==> config.mk <==
export PLATFORM = sky130hd
export DESIGN_NAME = vga_timing_rx
export DESIGN_NICKNAME = d
export VERILOG_FILES = /design/src/rtl/vga_timing_rx.sv
export SDC_FILE = /design/constraint.sdc
export NUM_CORES = 1
export LEC_CHECK = 0
export CORE_ASPECT_RATIO = 1.2
export CORE_MARGIN = 8
export CORE_UTILIZATION = 60
export DETAILED_ROUTE_END_ITERATION = 7
export PLACE_DENSITY_LB_ADDON = 0.12
export SETUP_SLACK_MARGIN = 0.4
export SKIP_CTS_REPAIR_TIMING = 1
export SLEW_MARGIN = 40
export SYNTH_ARGS = -nofsm -noshare
export SYNTH_HDL_FRONTEND = slang
export SYNTH_SLANG_ARGS = --single-unit
==> constraint.sdc <==
create_clock -name clk_i -period 6.3 [get_ports clk_i]
set_input_delay 1.26 -clock clk_i [delete_from_list [all_inputs] [get_ports clk_i]]
set_output_delay 1.26 -clock clk_i [all_outputs]
set_load 0.03 [all_outputs]
==> src/rtl/vga_timing_rx.sv <==
// vga_timing_rx: receive-side raster timing recovery.
//
// Takes an incoming hsync/vsync/de stream in the pixel clock domain and does three things:
// recovers px/py coordinates for each active pixel, measures line and frame geometry, and
// declares format lock once the measured geometry matches the expected mode for LOCK_FRAMES
// consecutive frames. Every output appears two clocks after the input pins.
//
// Ports
//   clk_i            pixel clock
//   rst_ni           asynchronous active-low reset
//   hsync_i          horizontal sync, active level HS_POL
//   vsync_i          vertical sync, active level VS_POL
//   de_i             data enable, active-high
//   px_o / py_o      column / row of the current active pixel
//   pix_valid_o      px_o/py_o qualify a pixel
//   frame_start_o    one-cycle pulse on a vsync leading edge
//   h_total_meas_o   clocks between the last two hsync leading edges
//   h_active_meas_o  de-high clocks in the last completed line
//   v_total_meas_o   lines in the last completed frame
//   v_active_meas_o  active lines in the last completed frame
//   locked_o         format lock
//   fmt_err_o        one-cycle pulse: mismatch detected while locked
module vga_timing_rx #(
  parameter int unsigned H_ACTIVE_EXP = 640,
  parameter int unsigned H_TOTAL_EXP  = 800,
  parameter int unsigned V_ACTIVE_EXP = 480,
  parameter int unsigned V_TOTAL_EXP  = 525,
  parameter bit          HS_POL       = 1'b0,
  parameter bit          VS_POL       = 1'b0,
  parameter int unsigned LOCK_FRAMES  = 2
) (
  input  logic        clk_i,
  input  logic        rst_ni,
  input  logic        hsync_i,
  input  logic        vsync_i,
  input  logic        de_i,
  output logic [9:0]  px_o,
  output logic [9:0]  py_o,
  output logic        pix_valid_o,
  output logic        frame_start_o,
  output logic [11:0] h_total_meas_o,
  output logic [11:0] h_active_meas_o,
  output logic [11:0] v_total_meas_o,
  output logic [11:0] v_active_meas_o,
  output logic        locked_o,
  output logic        fmt_err_o
);

  localparam logic [11:0] HTotExp  = 12'(H_TOTAL_EXP);
  localparam logic [11:0] HActExp  = 12'(H_ACTIVE_EXP);
  localparam logic [11:0] VTotExp  = 12'(V_TOTAL_EXP);
  localparam logic [11:0] VActExp  = 12'(V_ACTIVE_EXP);
  // h_cnt_q at this value means the next clock would make it reach 2 * H_TOTAL_EXP.
  localparam logic [11:0] TmoLimit = 12'(2 * H_TOTAL_EXP - 1);
  localparam logic [2:0]  LockCnt  = 3'(LOCK_FRAMES);

  typedef enum logic [1:0] {StSearch, StVerify, StLocked} state_e;

  function automatic logic [11:0] sat_inc(input logic [11:0] v);
    return (v == 12'hFFF) ? v : v + 12'd1;
  endfunction

  // Input stage: syncs are normalised to "1 = active" on the way in.
  logic hs_s1_q, hs_s2_q, vs_s1_q, vs_s2_q, de_s1_q, de_s2_q;
  logic hs_edge, vs_edge, de_rise, de_fall;

  // Coordinates.
  logic [9:0] px_q, px_d, py_q, py_d;
  logic       pix_valid_q, first_pend_q, first_pend_d;

  // Measurement.
  logic [11:0] h_cnt_q, h_cnt_d, a_cnt_q, a_cnt_d, l_cnt_q, l_cnt_d, al_cnt_q, al_cnt_d;
  logic [11:0] h_tot_q, h_tot_d, h_act_q, h_act_d, v_tot_q, v_tot_d, v_act_q, v_act_d;
  logic [11:0] l_cnt_inc, al_cnt_inc;
  logic        frame_start_q;

  // Lock FSM.
  state_e     state_q, state_d;
  logic [2:0] mcnt_q, mcnt_d, mcnt_inc;
  logic       match, tmo;
  logic       fmt_err_q, fmt_err_d;

  assign hs_edge = hs_s1_q & ~hs_s2_q;
  assign vs_edge = vs_s1_q & ~vs_s2_q;
  assign de_rise = de_s1_q & ~de_s2_q;
  assign de_fall = ~de_s1_q & de_s2_q;

  // Coordinate recovery.
  always_comb begin
    px_d         = px_q;
    py_d         = py_q;
    first_pend_d = first_pend_q;
    if (de_rise) begin
      px_d         = '0;
      py_d         = (first_pend_q || vs_edge) ? 10'd0 : py_q + 10'd1;
      first_pend_d = 1'b0;
    end else begin
      if (de_s1_q) px_d = px_q + 10'd1;
      if (vs_edge) first_pend_d = 1'b1;
    end
  end

  // Line and frame measurement.
  always_comb begin
    h_cnt_d    = hs_edge ? 12'd0 : sat_inc(h_cnt_q);
    h_tot_d    = hs_edge ? sat_inc(h_cnt_q) : h_tot_q;
    a_cnt_d    = a_cnt_q;
    h_act_d    = h_act_q;
    if (de_fall) begin
      h_act_d = a_cnt_q;
      a_cnt_d = '0;
    end else if (de_s1_q) begin
      a_cnt_d = sat_inc(a_cnt_q);
    end
    // Edges coincident with the vsync edge are counted into the frame that is ending.
    l_cnt_inc  = hs_edge ? sat_inc(l_cnt_q) : l_cnt_q;
    al_cnt_inc = de_rise ? sat_inc(al_cnt_q) : al_cnt_q;
    v_tot_d    = v_tot_q;
    v_act_d    = v_act_q;
    l_cnt_d    = l_cnt_inc;
    al_cnt_d   = al_cnt_inc;
    if (vs_edge) begin
      v_tot_d  = l_cnt_inc;
      v_act_d  = al_cnt_inc;
      l_cnt_d  = '0;
      al_cnt_d = '0;
    end
  end

  // The _d values are exactly what gets latched this cycle, including the latest line values.
  assign match = (h_tot_d == HTotExp) && (h_act_d == HActExp) &&
                 (v_tot_d == VTotExp) && (v_act_d == VActExp);
  assign tmo   = (h_cnt_q >= TmoLimit) && !hs_edge;
  assign mcnt_inc = mcnt_q + 3'd1;

  // Lock FSM: next state.
  always_comb begin
    state_d = state_q;
    mcnt_d  = mcnt_q;
    if (tmo) begin
      state_d = StSearch;
      mcnt_d  = '0;
    end else if (vs_edge) begin
      unique case (state_q)
        StSearch: begin
          // The frame in progress at acquisition is partial, so it is never compared.
          state_d = StVerify;
          mcnt_d  = '0;
        end
        StVerify: begin
          if (match) begin
            mcnt_d = mcnt_inc;
            if (mcnt_inc >= LockCnt) state_d = StLocked;
          end else begin
            mcnt_d = '0;
          end
        end
        StLocked: begin
          if (!match) begin
            state_d = StVerify;
            mcnt_d  = '0;
          end
        end
        default: begin
          state_d = StSearch;
          mcnt_d  = '0;
        end
      endcase
    end
  end

  // Lock FSM: outputs.
  always_comb begin
    fmt_err_d = (state_q == StLocked) && vs_edge && !match && !tmo;
  end

  always_ff @(posedge clk_i or negedge rst_ni) begin
    if (!rst_ni) begin
      hs_s1_q       <= 1'b0;
      hs_s2_q       <= 1'b0;
      vs_s1_q       <= 1'b0;
      vs_s2_q       <= 1'b0;
      de_s1_q       <= 1'b0;
      de_s2_q       <= 1'b0;
      px_q          <= '0;
      py_q          <= '0;
      pix_valid_q   <= 1'b0;
      first_pend_q  <= 1'b0;
      h_cnt_q       <= '0;
      a_cnt_q       <= '0;
      l_cnt_q       <= '0;
      al_cnt_q      <= '0;
      h_tot_q       <= '0;
      h_act_q       <= '0;
      v_tot_q       <= '0;
      v_act_q       <= '0;
      frame_start_q <= 1'b0;
      state_q       <= StSearch;
      mcnt_q        <= '0;
      fmt_err_q     <= 1'b0;
    end else begin
      hs_s1_q       <= (hsync_i == HS_POL);
      hs_s2_q       <= hs_s1_q;
      vs_s1_q       <= (vsync_i == VS_POL);
      vs_s2_q       <= vs_s1_q;
      de_s1_q       <= de_i;
      de_s2_q       <= de_s1_q;
      px_q          <= px_d;
      py_q          <= py_d;
      pix_valid_q   <= de_s1_q;
      first_pend_q  <= first_pend_d;
      h_cnt_q       <= h_cnt_d;
      a_cnt_q       <= a_cnt_d;
      l_cnt_q       <= l_cnt_d;
      al_cnt_q      <= al_cnt_d;
      h_tot_q       <= h_tot_d;
      h_act_q       <= h_act_d;
      v_tot_q       <= v_tot_d;
      v_act_q       <= v_act_d;
      frame_start_q <= vs_edge;
      state_q       <= state_d;
      mcnt_q        <= mcnt_d;
      fmt_err_q     <= fmt_err_d;
    end
  end

  assign px_o            = px_q;
  assign py_o            = py_q;
  assign pix_valid_o     = pix_valid_q;
  assign frame_start_o   = frame_start_q;
  assign h_total_meas_o  = h_tot_q;
  assign h_active_meas_o = h_act_q;
  assign v_total_meas_o  = v_tot_q;
  assign v_active_meas_o = v_act_q;
  assign locked_o        = (state_q == StLocked);
  assign fmt_err_o       = fmt_err_q;

endmodule

Yosys cells after proc, flatten, opt, wreduce, memory -nomap -nowiden
Cells that the tools add are included.
{"block": "op_classes", "addsub": 7, "order_cmp": 2, "bitwise_logic": 10, "n_reduce_logical": 19, "mux": 31, "eq_ne": 14}
{"op": "$mux 12", "n": 15}
{"op": "$add 12x1->12 const B", "n": 4}
{"op": "$eq 12x12->1 const B", "n": 4}
{"op": "$eq 12x10->1 const B", "n": 3}
{"op": "$mux 10", "n": 3}
{"op": "$add 10x1->10 const B", "n": 2}
{"op": "$eq 12x9->1 const B", "n": 1}
{"op": "$ge 12x11->1 const B", "n": 1}
{"op": "$mux 3", "n": 4}
{"op": "$mux 2", "n": 5}
{"op": "$reduce_bool 2->1", "n": 4}
{"op": "$logic_and 1x1->1", "n": 7}
{"op": "$ne 3x3->1 const B", "n": 2}
{"op": "$not 1->1", "n": 6}
{"op": "$pmux 2 s3", "n": 1}
{"op": "$pmux 3 s2", "n": 1}
{"op": "$and 1x1->1", "n": 4}
{"op": "$reduce_and 2->1", "n": 2}
{"op": "$reduce_and 4->1", "n": 1}
{"op": "$add 3x1->3 const B", "n": 1}
{"op": "$ge 3x2->1 const B", "n": 1}
{"op": "$logic_not 1->1", "n": 3}
{"op": "$ne 3x2->1 const B", "n": 1}
{"op": "$eq 2x1->1 const B", "n": 1}
{"op": "other kinds (5)", "n": 6}
{"block": "totals", "in_bits": 5, "register_bits": 130}

Depth between registers and ports, before layout
Gate-level depths: netlist (run 1).
{"block": "logic_depth", "depth_word": 11, "mapped_depth": 11}

Worst setup path before layout (run 1)
No wires, ideal clock.
{"block": "synth_path", "kind": "register -> register", "startpoint": "register, netlist name pix_valid_o", "endpoint": "register state_q[0]", "arrival_ps": 2643, "path_stages_with_launch": 11, "setup_time_ps": 120, "path_slack_ps": 3537, "t_required_ps": 6180, "path_buffers": 2, "path_cell_list": "dfrtp_1 clkbuf_1 nor2b_1 a31o_2 a31oi_1 or4b_1 a2111oi_1 and4b_1 buf_6 nand3_1 and3_1"}
{"item": "end signal, assigned", "line": "198", "text": "state_q <= StSearch;"}
{"item": "end signal, assigned", "line": "221", "text": "state_q <= state_d;"}
{"item": "end, declared", "line": "78", "text": "state_e state_q, state_d;"}

Worst setup path after layout (run 1)
{"block": "layout_path", "startpoint": "register de_s1_q", "endpoint": "register state_q[0]"}
{"block": "layout_via", "elab_chain_cells": 9}
{"item": "start, declared", "line": "64", "text": "logic hs_s1_q, hs_s2_q, vs_s1_q, vs_s2_q, de_s1_q, de_s2_q;"}
{"item": "start signal, assigned", "line": "206", "text": "de_s1_q <= de_i;"}
{"item": "$not 1->1", "line": "86", "text": "assign de_fall = ~de_s1_q & de_s2_q;"}
{"item": "$and 1x1->1", "line": "86"}
{"item": "$mux 12", "line": "109", "text": "if (de_fall) begin"}
{"item": "$eq 12x10->1", "line": "131", "text": "assign match = (h_tot_d == HTotExp) && (h_act_d == HActExp) &&"}
{"item": "$logic_and 1x1->1 (2 in a row)", "line": "131"}
{"item": "$logic_and 1x1->1 (*)", "line": "132", "text": "(v_tot_d == VTotExp) && (v_act_d == VActExp);"}
{"item": "$ne 3x3->1 (no line) / $ne 3x2->1 (equally long branches)"}
{"item": "$reduce_and 4->1 (no line) (*)"}
Every way passes the cells marked *; elsewhere a longest branch is shown, timed or not.
A chain may end at the register's enable or synchronous reset.

==> summary.md, run 1 <==
| Metric | Value |
|---|---|
| Outcome | finished clean |
| RSZ-0062 raised after global routing | false |
| Synth area leader | dfrtp_1 |
| Worst setup SP type | register |
| Reg2Reg Depth | 8 |
| Critical Path Slowest Stage Cell | dfrtp_1 |
| Slew of the pin with the lowest slew margin | 734 ps |
| Initial antenna violation count | 0 |
| First-pass GRT wire length | 25.9 mm |
| Fillers | 752 |
| Signal arrival time at the worst endpoint | 3950 ps |
| Area grow syn2layout | 22.5% |
| Syn nets | 685 |
| Switch Pwr | 0.661 mW |
| Most frequent cell after synthesis | dfrtp_1 |
| FP Rows | 41 |
| Post-Syn Instances | 672 |
| CP max stage delay | 800 ps |
| Syn. warnings | 0 |
| Clock share of power | 42.6% |
| Async S/R FF share, synth | 100% |
| CTS tree | done |
| Flop pwr share | 42.6% |
| Grt ovf | 0 |
| Critical path required time | 6600 ps |
| GRT Util Overall | 23.0% |
| Number of port buffers | 76 |
| Tcrit/Tclk final | 57.9% |
| Final Power | 2.29 mW |
| Worst-path clk slew | 60 ps |
| Max FO, Critical Path | 27 |
| Switching Share | 28.9% |
| Vias per cell | 6.06 |
| WP buf/inv | 0 |
| Die X-Extent | 110 um |
| Post-DP HPWL | 10.6 mm |
| Dominant synthesized flop cell | dfrtp_1 |
| Max Cap Viol | 0 |
| Synth cell types | 68 |
| Clock buffer depth | 2 |
| Largest net degree at the start of global routing | 81 |
| Most instantiated cells after synthesis | dfrtp_1, nand2_1, nor2_1, o21ai_0, nand3_1 |
| Maximum operating frequency | 0.274 GHz |
| Hold_sp | vs_s1_q |
| Top-area cell type share of the netlist area | 51.0% |
| CP delay by family, top | simple AND/OR/NAND/NOR gates |
| Final ANT Viol Nets | 0 |
| Final net count | 756 |
| Hold Violations, Final | 0 |
| Flop2flop setup slack | 2650 ps |
| Die area | 0.0142 sq mm |
| WL/cell | 17.5 um |
| Skew-Pair Late Insertion Delay | 410 ps |
| GP Congestion | 0.906 |
| Top Ports | 77 |
| Clock sink count | 130 |
| Slew headroom | 51.1% |
| Final setup violation count | 0 |
| Core area | 0.0105 sq mm |
| DR DRC count | 0 |
| WHS Endpoint | vs_s2_q |
| Worst r2r src | de_s1_q |
| Combinational share of power | 14.8% |
| Layout cell share with drive strength beyond 1 | 7.41% |
| Crit path cell chain | nor2b_2, a31o_2, a31oi_1, or4b_1, a2111oi_1, and4b_1, nand3_1, and3_1 |
| TritonCTS Buffers | 17 |
| Fin crit period | 3650 ps |
| Critical Path Sink Type | register |
| Type of the tightest min-delay check | register to register |
| EDFF count, synth | 0 |
| DRT Pass-1 Iters | 5 |
| Initial core utilization | 61.0% |
| Sequential area share after synthesis | 51.0% |
| Hold Path Depth | 0 |
| Max VDD drop | 0.182 mV |
| PD cells | 293 mW/mm^2 |
| Clk Tree Root Cell | clkbuf_16 |
| Clock Skews | 8.44 ps |
| Internal power | 1.63 mW |
| Via count | 5364 |
| Ant. Diodes | 0 |
| Static Leak | 3.40 nW |
| Reg-to-Reg End | state_q[0] |
| Syn Area/Cell | 9.50 sq um |
| Clock H-tree levels | 4 |
| Yosys reg bits | 130 |
| CP Class | register to register |
| Synth area leaders | dfrtp_1, nand2_1, nor2_1, o21ai_0, nand3_1 |
| Cell Area, Synth | 0.00638 sq mm |
| TNS Setup | 0 ps |
| Die Y | 129 um |
| Pins Over Slew Limit | 0 |
| Total wire length | 15.5 mm |
| Vias in the first global route | 5305 |
| Initial DRC count | 232 |
cell families after synthesis:
group                    synth area share, %
buffers and inverters                   3.20
AND/OR/NAND/NOR                         25.5
adder cells (fa/ha/maj)                 1.57
AO/OA/AOI/OAI                           13.4
XOR/XNOR                                3.43
multiplexers                            1.88
flip-flops                              51.0
cell type report:
cell class / count / area [sq um] / share of cell area, %
repair buffers: 80 / 792 / 10.1
multi-input cells: 493 / 2940 / 37.6
clock buffers: 18 / 439 / 5.62
well taps: 129 / 161 / 2.06
clock inverters: 14 / 155 / 1.98
flip-flops and latches: 130 / 3250 / 41.6
inverters: 21 / 78.8 / 1.01
state kept, by name, summed over array words and instances, names as in the netlist, 12 cells and up:
signal,flops
al_cnt_q,12
a_cnt_q,12
h_active_meas_o,12
h_total_meas_o,12
v_active_meas_o,12
l_cnt_q,12
v_total_meas_o,12
h_cnt_q,12
cells in the final DEF, fill, tap and decap left out, drive strengths merged, types with 4 or more instances in the layout:
master,n
a2111oi,4
a21o,6
a21oi,17
a31o,5
a31oi,14
and2,8
and3,14
and3b,4
and4,6
buf,5
clkbuf,18
clkdlybuf4s50,75
clkinv,8
dfrtp,130
ha,8
inv,23
mux2i,12
nand2,96
nand2b,7
nand3,32
nand4,20
nor2,67
nor3,17
nor3b,6
nor4,11
o211ai,4
o21ai,52
o31ai,7
or3,7
or4,5
xnor2,13
xor2,12
layer usage:
layer	global-route usage, %	routed length, um
met5	0	0
met4	8.41	355
met3	5.30	799
met2	38.0	7730
met1	28.5	6570
worst register-to-register path, stage by stage, from the launching register on:
cell and delay [ps]:
dfrtp_1 800, nor2b_2 620, a31o_2 250, a31oi_1 100
or4b_1 560, a2111oi_1 360, and4b_1 490, nand3_1 150
and3_1 210
how the worst max path moves through the flow:
stage | end | depth (start not counted) | start
final | state_q[0] | 8 | de_s1_q
after global routing | state_q[0] | 8 | de_s1_q
after CTS | state_q[0] | 8 | de_s1_q
after detailed placement | state_q[0] | 8 | de_s1_q
after global placement | state_q[0] | 8 | de_s1_q
after floorplan | state_q[0] | 10 | pix_valid_o
metrics by stage:
stage	instances	area, sq um	hold slack [ps]	setup slack [ps]	util (%)
after floorplan	672	6380	355	3540	-
after global placement	853	7210	363	2720	68.9
after detailed placement	853	7210	374	2480	68.9
after CTS	885	7800	389	2470	74.6
after global routing	885	7820	419	2420	74.7
final	885	7820	383	2650	74.7
power by group through the flow:
stage	logic (mW)	registers [mW]	clock network (mW)
final	0.338	0.974	0.976
after global routing	0.370	0.983	1.03
after CTS	0.341	0.972	0.985
after detailed placement	0.338	0.986	0
after global placement	0.331	0.982	0
after floorplan	0.130	1.04	0
(Power assumes the default switching activity.)
==> run 2, diff against run 1 <==
Settings changed: CORE_UTILIZATION 60 to 56.
Clock period 6.3 ns to 3.8 ns, I/O delays scaled along.
==> summary.md, run 2 (same netlist as run 1, synthesis figures left out) <==
| Metric | Value |
|---|---|
| Outcome | finished clean |
| CP max stage delay | 530 ps |
| Fillers | 827 |
| WL/cell | 17.3 um |
| Layout cell share with drive strength beyond 1 | 7.86% |
| Die X-Extent | 113 um |
| First-pass GRT wire length | 26.5 mm |
| Initial core utilization | 57.5% |
| Slew of the pin with the lowest slew margin | 698 ps |
| Die Y | 133 um |
| GP Congestion | 0.941 |
| Hold Violations, Final | 0 |
| DR DRC count | 0 |
| Number of port buffers | 76 |
| Max FO, Critical Path | 8 |
| Core area | 0.0111 sq mm |
| CP delay by family, top | simple AND/OR/NAND/NOR gates |
| Clock buffer depth | 2 |
| Type of the tightest min-delay check | input port to asynchronous set/reset pin |
| Grt ovf | 0 |
| Top Ports | 77 |
| Clock Skews | 7.25 ps |
| Vias in the first global route | 5400 |
| Critical path required time | 4110 ps |
| Pins Over Slew Limit | 0 |
| Final Power | 3.98 mW |
| Clk Tree Root Cell | clkbuf_16 |
| Signal arrival time at the worst endpoint | 3480 ps |
| Worst setup SP type | register |
| CTS tree | done |
| Critical Path Slowest Stage Cell | or4b_1 |
| FF/Latch Area | 0.00325 sq mm |
| TNS Setup | 0 ps |
| Slew headroom | 53.1% |
| Clock sink count | 130 |
| Largest net degree at the start of global routing | 89 |
| CP Class | register to register |
| TritonCTS Buffers | 17 |
| Final ANT Viol Nets | 0 |
| Static Leak | 3.47 nW |
| Met3 wire length | 943 um |
| Max VDD drop | 0.308 mV |
| Total wire length | 15.8 mm |
| Tcrit/Tclk final | 83.6% |
| Most frequent cells in the layout | dfrtp_1, nand2_1, clkdlybuf4s50_1 |
| Fin area | 0.00796 sq mm |
| RSZ-0062 raised after global routing | false |
| Placed insts | 885 |
| Met1 wire length | 6.66 mm |
| GRT Util Overall | 21.9% |
| FP Rows | 42 |
| Initial antenna violation count | 0 |
| WP buf/inv | 0 |
| Maximum operating frequency | 0.315 GHz |
| PD cells | 499 mW/mm^2 |
| Footprint of the multi-input gates | 0.00292 sq mm |
| Final setup violation count | 0 |
| Worst-path clk slew | 60 ps |
| Commonest non-fill, non-tap cell in the layout | dfrtp_1 |
| Ant. Diodes | 0 |
| Area grow syn2layout | 24.8% |
| Critical Path Sink Type | register |
| Wire length on met2 | 7.80 mm |
| Crit path cell chain | ha_1, nand4_1, nor4_1, o31ai_1, or4b_1, a2111oi_1, and4b_1, a31oi_1, and3_1 |
| Fin Hold WS | 339 ps |
| Via count | 5409 |
| Post-DP HPWL | 11.1 mm |
| DRT Pass-1 Iters | 8 |
| DR top layer | met4 |
| Die area | 0.0151 sq mm |
| Clock H-tree levels | 4 |
| Post-route insts no fill | 917 |
| Vias per cell | 5.90 |
| Skew-Pair Late Insertion Delay | 420 ps |
| Post-DP Area | 0.00730 sq mm |
| Max Cap Viol | 0 |
| Final net count | 763 |
| Initial DRC count | 324 |
| Fin crit period | 3180 ps |
[run 2: per-layer routing]
layer / GRT usage [%] / vias up
li1: - / 2575
met1: 25.6 / 2623
met2: 36.3 / 179
met3: 6.14 / 32
met4: 10.4 / 0
met5: 0 / -
[run 2: worst register-to-register path, stage by stage (launching register included)]
cell       delay, ps
dfrtp_1          420
ha_1             240
nand4_1          210
nor4_1           390
o31ai_1          140
or4b_1           530
a2111oi_1        330
and4b_1          500
a31oi_1          140
and3_1           160
[run 2: worst paths after layout]
path | from | endpoint | slack (ps) | cells past startpoint
max in group asynchronous | rst_ni | al_cnt_q[4] | 2630 | 2
hold reg to reg | vs_s1_q | vs_s2_q | 370 | 0
hold / removal | rst_ni | h_total_meas_o[11] | 340 | 1
setup reg to reg | h_cnt_q[0] | state_q[0] | 620 | 9
setup / recovery | h_cnt_q[0] | state_q[0] | 620 | 9
min in group clk_i | vs_s1_q | vs_s2_q | 370 | 0
[run 2: final cells by class]
class                      count  share of cell area (%)
clock buffer                  19                    5.69
timing repair buffer          87                    10.7
clock inverter                13                    2.61
inverter                      21                   0.990
multi-input combinational    493                    36.7
tap                          154                    2.42
sequential                   130                    40.9
[run 2: report_power, final]
| part | internal [mW] | switching, mW | total [mW] |
|---|---|---|---|
| clock | 1.20 | 0.593 | 1.79 |
| combinational | 0.222 | 0.348 | 0.569 |
| sequential | 1.49 | 0.123 | 1.61 |
[run 2: metrics by stage]
step,setup slack [ps],util (%)
final,624,71.8
after global routing,416,71.8
after CTS,651,71.8
after detailed placement,669,65.9
after global placement,709,65.9
after floorplan,1040,-
==> run 3, diff against run 2 <==
Clock period 3.8 ns to 3.1 ns, I/O delays scaled along.
==> summary.md, run 3 (same netlist as run 1, synthesis figures left out) <==
| Metric | Value |
|---|---|
| Skew-Pair Late Insertion Delay | 410 ps |
| Total wire length | 17.3 mm |
| Final setup violation count | 0 |
| Critical Path Slowest Stage Cell | or4b_4 |
| Ant. Diodes | 0 |
| Die area | 0.0151 sq mm |
| TritonCTS Buffers | 17 |
| Critical Path Sink Type | register |
| WP buf/inv | 1 |
| Slew headroom | 54.3% |
| Area grow syn2layout | 30.0% |
| Clock sink count | 130 |
| Top Ports | 77 |
| Slew of the pin with the lowest slew margin | 678 ps |
| Max Cap Viol | 0 |
| Critical path required time | 3400 ps |
| Clk Tree Root Cell | clkbuf_16 |
| Initial DRC count | 443 |
| Die X-Extent | 113 um |
| CP max stage delay | 570 ps |
| GRT Util Overall | 22.5% |
| Fin area | 0.00830 sq mm |
| Worst-path clk slew | 60 ps |
| Post-DP HPWL | 11.8 mm |
| Clock H-tree levels | 4 |
| FP Rows | 42 |
| PD cells | 578 mW/mm^2 |
| Post-DP Area | 0.00737 sq mm |
| Maximum operating frequency | 0.339 GHz |
| WL/cell | 18.4 um |
| Type of the tightest min-delay check | input port to asynchronous set/reset pin |
| Static Leak | 3.56 nW |
| Most frequent cells in the layout | dfrtp_1, nand2_1, clkdlybuf4s50_1 |
| Worst setup SP type | register |
| Signal arrival time at the worst endpoint | 3250 ps |
| Layout cell share with drive strength beyond 1 | 15.1% |
| Max FO, Critical Path | 7 |
| Largest net degree at the start of global routing | 48 |
| Commonest non-fill, non-tap cell in the layout | dfrtp_1 |
| Clock Skews | 9.75 ps |
| Initial core utilization | 57.5% |
| Die Y | 133 um |
| Pins Over Slew Limit | 0 |
| Core area | 0.0111 sq mm |
| Tcrit/Tclk final | 95.2% |
| RSZ-0062 raised after global routing | true |
| DR DRC count | 0 |
| CP delay by family, top | simple AND/OR/NAND/NOR gates |
| Outcome | finished clean |
| Dpl ws | 106 ps |
| Initial antenna violation count | 0 |
| Critical path depth in cells | 10 |
| Flop2flop setup slack | 150 ps |
| Vias in the first global route | 5496 |
| GP Congestion | 0.977 |
| Reg2Reg Depth | 10 |
| Grt ovf | 0 |
| Final ANT Viol Nets | 0 |
| Clock buffer depth | 2 |
| Post-route setup slack | 148 ps |
| CP Class | register to register |
| Final Power | 4.80 mW |
| CTS tree | done |
| TNS Setup | 0 ps |
| Vias per cell | 6.07 |
| Hold Violations, Final | 0 |
| Number of port buffers | 76 |
| Crit path cell chain | ha_4, nand4_1, o31ai_2, a31oi_2, or4b_4, a2111oi_4, and4b_1, buf_6, a31oi_1, and3_1 |
| Max VDD drop | 0.355 mV |
| First-pass GRT wire length | 27.4 mm |
| Fin crit period | 2950 ps |
| Final net count | 783 |
| DRT Pass-1 Iters | 5 |
| Via count | 5685 |
==> run 3: cell count changes in the layout (fill, tap and decap cells not counted), moves of 3 or more <==
| cell | delta |
|---|---|
| dfrtp_2 | +6 |
| ha_1 | -3 |
| o21ai_1 | +3 |
| buf_4 | +19 |
| nand3_1 | -3 |
| dfrtp_1 | -6 |
| o21ai_0 | -4 |
==> run 3: worst reg2reg max path: cells and delay by family, from the launching register on <==
kind	cells	cell delay [ps]
buffers and inverters	1	150
AOI/OAI and AO/OA	4	860
adders and majority gates	1	190
and+or+nand+nor	4	1200
DFF	1	440
==> run 3: where the power goes <==
part	leakage [nW]	total, mW	switching (mW)	internal [mW]
sequential	1.74	1.99	0.164	1.83
clock	0.286	2.01	0.753	1.26
combinational	1.53	0.791	0.469	0.322
total	3.56	4.80	1.39	3.41
==> run 3: area by class of cell <==
cell class / instances / area [sq um]
Clock inverter: 14 / 164
Sequential cell: 130 / 3260
Multi-Input combinational cell: 493 / 3160
Fill cell: 793 / 2790
Clock buffer: 18 / 429
Tap cell: 154 / 193
Timing Repair Buffer: 107 / 1010
Inverter: 21 / 78.8
==> run 3: per-stage QoR <==
step | hold slack [ps] | cells | utilization [%]
floorplan | 324 | 672 | -
global placement | 363 | 893 | 66.5
detailed placement | 387 | 893 | 66.5
CTS | 238 | 925 | 71.8
global route | 257 | 937 | 74.8
finish | 213 | 937 | 74.8
==> run 3: layer usage <==
metal	vias to the layer above	GRT usage [%]	routed length (um)
met4	0	7.05	301
met3	38	5.64	1080
met2	233	38.7	9090
met1	2792	26.8	6810
li1	2622	-	-
met5	-	0	0
==> run 3: final timing paths <==
| check | to | from |
|---|---|---|
| max | state_q[0] | h_cnt_q[0] |
| min | h_cnt_q[11] | rst_ni |
| max reg2reg | state_q[0] | h_cnt_q[0] |
| min reg2reg | vs_s2_q | vs_s1_q |
| max in group asynchronous | h_cnt_q[2] | rst_ni |
| min in group clk_i | vs_s2_q | vs_s1_q |
